[src/rtl/press_classifier.sv]
`timescale 1ns/1ps
// press_classifier: turns a debounced button level plus press/release edge pulses
// into one-cycle short, double, long and auto-repeat gesture pulses.
module press_classifier #(
  parameter int unsigned LONG_CYCLES   = 50_000_000,
  parameter int unsigned GAP_CYCLES    = 25_000_000,
  parameter int unsigned REPEAT_CYCLES = 10_000_000,
  parameter int unsigned CNT_W         = 32
) (
  input  logic clk,
  input  logic rst_n,
  input  logic level,
  input  logic p_edge,
  input  logic n_edge,
  output logic short_press,
  output logic double_press,
  output logic long_press,
  output logic repeat_pulse,
  output logic busy
);

  localparam logic [CNT_W-1:0] LONG_LAST   = CNT_W'(LONG_CYCLES - 1);
  localparam logic [CNT_W-1:0] GAP_LAST    = CNT_W'(GAP_CYCLES - 1);
  localparam logic [CNT_W-1:0] REPEAT_LAST = CNT_W'(REPEAT_CYCLES - 1);

  typedef enum logic [2:0] {
    S_INIT,
    S_IDLE,
    S_PRESS1,
    S_LONG_HOLD,
    S_GAP,
    S_PRESS2,
    S_WAIT_REL
  } state_t;

  state_t           state_q, state_d;
  logic [CNT_W-1:0] cnt_q, cnt_d;
  logic             short_d, double_d, long_d, repeat_d;
  logic             pe_c, ne_c;

  // Simultaneous press and release pulses cancel each other out.
  assign pe_c = p_edge & ~n_edge;
  assign ne_c = n_edge & ~p_edge;

  always_comb begin
    state_d  = state_q;
    cnt_d    = cnt_q + CNT_W'(1);
    short_d  = 1'b0;
    double_d = 1'b0;
    long_d   = 1'b0;
    repeat_d = 1'b0;
    unique case (state_q)
      S_INIT: begin
        state_d = level ? S_WAIT_REL : S_IDLE;
      end
      S_IDLE: begin
        cnt_d = '0;
        if (pe_c) state_d = S_PRESS1;
      end
      S_PRESS1: begin
        if (ne_c) begin
          state_d = S_GAP;
        end else if (cnt_q == LONG_LAST) begin
          state_d = S_LONG_HOLD;
          long_d  = 1'b1;
        end
      end
      S_LONG_HOLD: begin
        if (ne_c) begin
          state_d = S_IDLE;
        end else if (cnt_q == REPEAT_LAST) begin
          repeat_d = 1'b1;
          cnt_d    = '0;
        end
      end
      S_GAP: begin
        if (pe_c) begin
          state_d = S_PRESS2;
        end else if (cnt_q == GAP_LAST) begin
          state_d = S_IDLE;
          short_d = 1'b1;
        end
      end
      S_PRESS2: begin
        if (ne_c) begin
          state_d  = S_IDLE;
          double_d = 1'b1;
        end else if (cnt_q == LONG_LAST) begin
          state_d  = S_WAIT_REL;
          double_d = 1'b1;
        end
      end
      S_WAIT_REL: begin
        cnt_d = '0;
        if (ne_c || !level) state_d = S_IDLE;
      end
      default: begin
        state_d = S_IDLE;
        cnt_d   = '0;
      end
    endcase
    // Every state change restarts the dwell counter.
    if (state_d != state_q) cnt_d = '0;
  end

  always_ff @(posedge clk or negedge rst_n) begin
    if (!rst_n) begin
      state_q      <= S_INIT;
      cnt_q        <= '0;
      short_press  <= 1'b0;
      double_press <= 1'b0;
      long_press   <= 1'b0;
      repeat_pulse <= 1'b0;
      busy         <= 1'b0;
    end else begin
      state_q      <= state_d;
      cnt_q        <= cnt_d;
      short_press  <= short_d;
      double_press <= double_d;
      long_press   <= long_d;
      repeat_pulse <= repeat_d;
      busy         <= (state_d != S_IDLE);
    end
  end

endmodule
[config.mk]
export PLATFORM = sky130hd
export DESIGN_NAME = press_classifier
export DESIGN_NICKNAME = d
export VERILOG_FILES = /design/src/rtl/press_classifier.sv
export SDC_FILE = /design/constraint.sdc
export NUM_CORES = 1
export LEC_CHECK = 0
export ABC_AREA = 1
export BUFFER_PORTS_ARGS = -buffer_cell sky130_fd_sc_hd__buf_2
export CAP_MARGIN = 20
export CORE_MARGIN = 5
export CORE_UTILIZATION = 45
export CTS_BUF_LIST = sky130_fd_sc_hd__clkbuf_16
export DETAILED_ROUTE_END_ITERATION = 6
export GPL_ROUTABILITY_DRIVEN = 0
export PLACE_DENSITY_LB_ADDON = 0.15
export SLEW_MARGIN = 25
export SYNTH_ARGS = -nofsm -noshare
export SYNTH_HDL_FRONTEND = slang
export SYNTH_SLANG_ARGS = --single-unit
[constraint.sdc]
create_clock -name clk -period 1.9 [get_ports clk]
set_input_delay 0.285 -clock clk [delete_from_list [all_inputs] [get_ports clk]]
set_output_delay 0.285 -clock clk [all_outputs]
set_load 0.05 [all_outputs]
## After elaboration in Yosys (flattened, before gate mapping)

Index checks and enable logic that the tools add are counted.

| storage, ports and cells | value |
|---|---|
| bits of input ports | 5 |
| output and inout port bits | 5 |
| latch bits | 0 |
| word-level logic and storage cells | 53 |
| flip-flop bits (word level) | 40 |
| memories kept | 0 |
| RAM bits | 0 |
| bits in read-only memories | 0 |

| cells by class | value |
|---|---|
| $add $sub $neg | 1 |
| shift-type cells | 0 |
| reduce and logical (&&, ||, !) cells | 4 |
| equal/unequal tests | 11 |
| mux-type cells | 26 |
| magnitude comparators | 0 |
| divide/modulo/power cells | 0 |
| $mul | 0 |
| bitwise operators | 4 |

Operators by type and width:

| operator | number |
|---|---|
| 32-bit two-way mux | 3 |
| 32-bit one-hot mux with 2 select lines | 1 |
| 32-bit by 1-bit adder with 32-bit output (second input constant) | 1 |
| 32-bit by 24-bit == test with 1-bit output (second input constant) | 1 |
| 32-bit by 25-bit == test with 1-bit output (second input constant) | 1 |
| 32-bit by 26-bit == test with 1-bit output (second input constant) | 1 |
| 3-bit two-way mux | 10 |
| 3-bit one-hot mux with 7 select lines | 1 |
| 1-bit two-way mux | 11 |
| 3-bit == test (second input constant) | 3 |
| 3-bit by 2-bit == test with 1-bit output (second input constant) | 2 |
| 4-bit OR reduction | 1 |
| 3-bit by 1-bit == test with 1-bit output (second input constant) | 1 |
| 3-bit zero test | 1 |
| 3-bit by 1-bit inequality test with 1-bit output (second input constant) | 1 |
| 3-bit inequality test | 1 |
| 1-bit AND | 2 |
| 1-bit inverter | 2 |
| 1-bit zero test | 1 |
| 1-bit logical OR | 1 |

## Depth between registers and ports, before layout

| depth | value |
|---|---|
| depth after elaboration | 7 |
| mapped depth | 15 |
| gate-level depth less buffers | 13 |

## Worst setup path before layout

OpenSTA, ideal clock, no wires.

| timing path | value |
|---|---|
| kind | flip-flop to flip-flop |
| start point | reg cnt_q[0] |
| end point | reg cnt_q[30] |
| data arrival time | 1,609 ps |
| stages on the path, launching flop included | 14 |
| required time | 1,775 ps |
| period minus slack after synthesis | 1,734 ps |
| library setup time | 125 ps |
| buffers on the path | 1 |
| setup slack | 166 ps |
| cells stage by stage | dfrtp_1 > ha_1 > nand2_2 > nor2_4 > nand2_2 > nor2_2 > nand3_1 > nand2_1 > nand3_2 > nand2_2 > nand2_2 > nand3_4 > buf_12 > nor2_4 |

| on the way | value |
|---|---|
| cells in the longest elaborated chain, start to end | 6 |
| elaborated cells between the ends (all ways) | 16 |
| classes of those cells | add/sub (1); eq/ne (4); mux (11) |

Ends and longest elaborated chain:

| item | line | RTL |
|---|---|---|
| start, declared | 37 | `logic [CNT_W-1:0] cnt_q, cnt_d;` |
| start signal, assigned | 117 | `cnt_q <= cnt_d;` |
| 32-bit by 26-bit == test with 1-bit output or 32-bit by 25-bit == test with 1-bit output (tied branches) | 63, 88, 79 |  |
| 3-bit two-way mux (on tied branches) | 88, 63, 79 |  |
| 3-bit two-way mux (on tied branches) | 85, 61, 77 |  |
| 3-bit one-hot mux with 7 select lines * | 52 | `unique case (state_q)` |
| named net state_d[0] | 36 | `state_t state_q, state_d;` |
| 3-bit inequality test * | 103 | `if (state_d != state_q) cnt_d = '0;` |
| 32-bit two-way mux * | 103 |  |
| named net cnt_d[30] | 37 |  |

Mark *: on every way through the listed nets, which the timed path passes. The rest lies on a longest branch.

## Worst setup path after layout

| timing path | value |
|---|---|
| start point | reg cnt_q[0] |
| end point | reg cnt_q[0] |

| on the way | value |
|---|---|
| cells in the longest elaborated chain, start to end | 6 |
| elaborated cells between the ends (all ways) | 16 |
| classes of those cells | add/sub (1); eq/ne (4); mux (11) |

Ends and longest elaborated chain:

| item | line |
|---|---|
| parallel branches: the longest is 5 deep, another holds 32-bit by 1-bit adder with 32-bit output | - |
| 32-bit two-way mux * | 103 |
| named net cnt_d[0] | 37 |

Mark *: on every way through the listed nets, which the timed path passes.

==> metrics.txt <==
crit-path most repeated cell=nor2_2; global-route wire length before repair=14.3 mm; Finished Layout Cells=597; Worst VDD drop=roughly 0.00055 V; total power=3600 uW; fin crit period=1.99 ns; Worst Slack Setup Final=-0.0899 ns; hold_sp=level; CTS Buffer Depth=2; Clk pwr share=22.2%; Syn Area/Cell=between 7 and 8 um2; Setup Crit Path Kind=register to register; synthesized area=about 3200 um2; Routed wire per std cell=14.4 um; vias in the first global route=about 3000; Worst Skew=~0.0060 ns; RSZ-0062 raised after global routing=yes; count leader, synth=nand2_1; CTS clk-pin slew, worst paths=0.06 ns; status=complete, but fails checks; worst slew pin tran=0.420 ns; via/cell ratio=5.14; Comb pwr share=51.2%; CP max stage cell=dfrtp_1; std cell rows=30; fraction of layout cells with a size suffix above 1=30.3%; Worst Hold End=state_q[2]; Die Ht=~94 um; Die X=approximately 94 um; Synth top area share=31.7%; total track usage=20.8%; Placed Cells=581; largest cells by area after synthesis=dfrtp_1 32%, nand2_1 14%, nor2_4 13%; hold path depth=3; Slew headroom=between 70 and 80%; number of buffers created by CTS=5; crit path max fanout=13; core box area=6830 um2; Reg2Reg Setup Slack=-0.09 ns; initial core utilization=between 40% and 50%; sequential fraction of the synthesis area=31.7%; DP HPWL=between 6 and 7 mm; CP max stage delay=approximately 0.4 ns; synthesis-to-finish area growth=22.2%; Req. time, crit path=2.07 ns; max cap viols=0; Worst Setup End Kind=register; Routed Antenna Nets=0; initial antenna violation count=0; Root Buffer=clkbuf_16; Nets=slightly above 500; Post-synth ARST share=100%; Fillers=between 600 and 700; Commonest cells post-synth=117 x nand2_1, 49 x nand3_1, 44 x nor2_1; Synth warnings=0; cell internal pwr=2010 uW; Setup crit start kind=register; Final Core Density=56.5%; Slew Viols, Final=0; final WL=between 8 and 9 mm; via count=3068; antenna fix cells=0; DRC viols=0; leakage=between 0.0015 and 0.002 uW; Syn Nets=447; Port Buffers=9; Post-synth EDFFs=0; sw power=1600 uW; reg-to-reg endpoint=cnt_q[0]; final hold violation count=0; Worst Reg-to-Reg Cells=11; Mapped Cells=441; hold_ws=0.360 ns; post-synthesis cell type count=30; period utilization=105%; total gr overflow=0; FF+latch count, synth=40; # setup viols final=31; reg2reg start=cnt_q[0]; main flop type after synthesis=dfrtp_1; Sw Share=44.3%; HP Class=input pin to register; worst skew pair latency=0.28 ns; post-synth top area cell=dfrtp_1; # clock sinks=40; length of the first detailed-routing pass in iterations=6; WP data arrival=2.16 ns; Max Freq=0.503 GHz; Reg power frac=26.6%; failing checks=setup timing; First DRT Iteration DRCs=about 340; CTS tree=done; largest net degree at the start of global routing=32; H-tree Lvls=2; top cell family by delay on the critical path=simple AND/OR/NAND/NOR gates; die area=8800 um2; cells along the critical path=ha_4 > nand2_4 > nor2_4 > nand2_1 > nor2_2 > nand3_1 > nand2_2 > o2111ai_4 > nand3_4 > buf_12 > nor2_2; Power per Cell Area=933 nW/um2; io pins=10; worst path bufs/invs=1
==> cells in the final DEF, fill, tap and decap left out, types with 3 or more instances in the layout <==
master     count
buf_4         45
inv_2         13
inv_1         45
clkbuf_16      6
nand3_1       49
nor3_1        20
nor2_2         8
xor2_1         3
nor2_1        40
nand2_1      114
or2_2          6
nor2_4        40
buf_2          9
nand2_2       14
nand4_1       11
dfrtp_1       40
o21ai_0        7
nor4_1         9
buf_12         3
==> power groups by stage <==
stage / registers [uW] / clock network (uW) / logic [uW]
final: 959 / 799 / 1850
after global routing: 966 / 853 / 1980
after CTS: 956 / 820 / 1740
after detailed placement: 972 / 0 / 1720
after global placement: 971 / 0 / 1720
after floorplan: 1000 / 0 / 1380
==> kinds of logic (layout without fill, tap and decap cells) <==
kind of cell	Yosys count	after routing	synth area share [%]
AOI/OAI and AO/OA	13	13	2.97
DFF	40	40	31.7
xor gates and xnor gates	3	3	0.831
adders and majority gates	1	1	0.396
and+or+nand+nor	321	321	54.5
buffers and inverters	63	123	9.62
==> through the flow <==
stage	setup TNS [ns]	setup slack, ns	instance area (um2)
after floorplan	0	0.166	3160
after global placement	-1.21	-0.0560	3590
after detailed placement	-1.13	-0.0525	3590
after CTS	-0.163	-0.0149	3760
after global routing	-5.83	-0.209	3860
final	-2.18	-0.0899	3860
==> tightest hold or removal path: cells and delay by family <==
| kind | cells | cell delay, ns |
|---|---|---|
| buf+inv | 1 | 0.11 |
| simple gates | 2 | 0.20 |
==> how the worst max path moves through the flow <==
| stage | end | slack [ns] | startpoint | depth (start not counted) |
|---|---|---|---|---|
| floorplan | cnt_q[30] | 0.17 | cnt_q[0] | 13 |
| global placement | cnt_q[16] | -0.06 | cnt_q[17] | 11 |
| detailed placement | cnt_q[27] | -0.05 | cnt_q[17] | 11 |
| CTS | cnt_q[0] | -0.01 | cnt_q[0] | 13 |
| global route | cnt_q[4] | -0.21 | cnt_q[1] | 14 |
| finish | cnt_q[0] | -0.09 | cnt_q[0] | 11 |
==> repair_timing <==
item	4_1_cts	5_1_grt
gates resized for setup	7	9
hold endpoints to repair	12	0
endpoints found under the setup margin	31	34
pin swaps	1	2
cloned	0	1
setup buffers	1	5
hold buffers	1	0
==> layout make-up <==
cell class	count	area [um2]	share of cell area, %
repair buffers	59	478	12.4
clock buffers	5	125	3.24
flip-flops and latches	40	1000	25.9
multi-input cells	338	1920	49.6
clock inverters	3	11.3	0.292
well taps	96	120	3.11
inverters	56	210	5.44
==> state kept, by name, indices dropped and copies added (netlist names) <==
name	count
short_press	1
repeat_pulse	1
busy	1
cnt_q	32
long_press	1
double_press	1
state_q	3
==> layer usage <==
metal | GRT usage (%) | vias to the layer above | routed length [um]
li1 | - | 1523 | -
met1 | 27.5 | 1434 | 3870
met2 | 33.8 | 93 | 4060
met3 | 4.73 | 18 | 529
met4 | 6.02 | 0 | 133
met5 | 0 | - | 0
No activity file was read; power rests on OpenSTA's default activity.
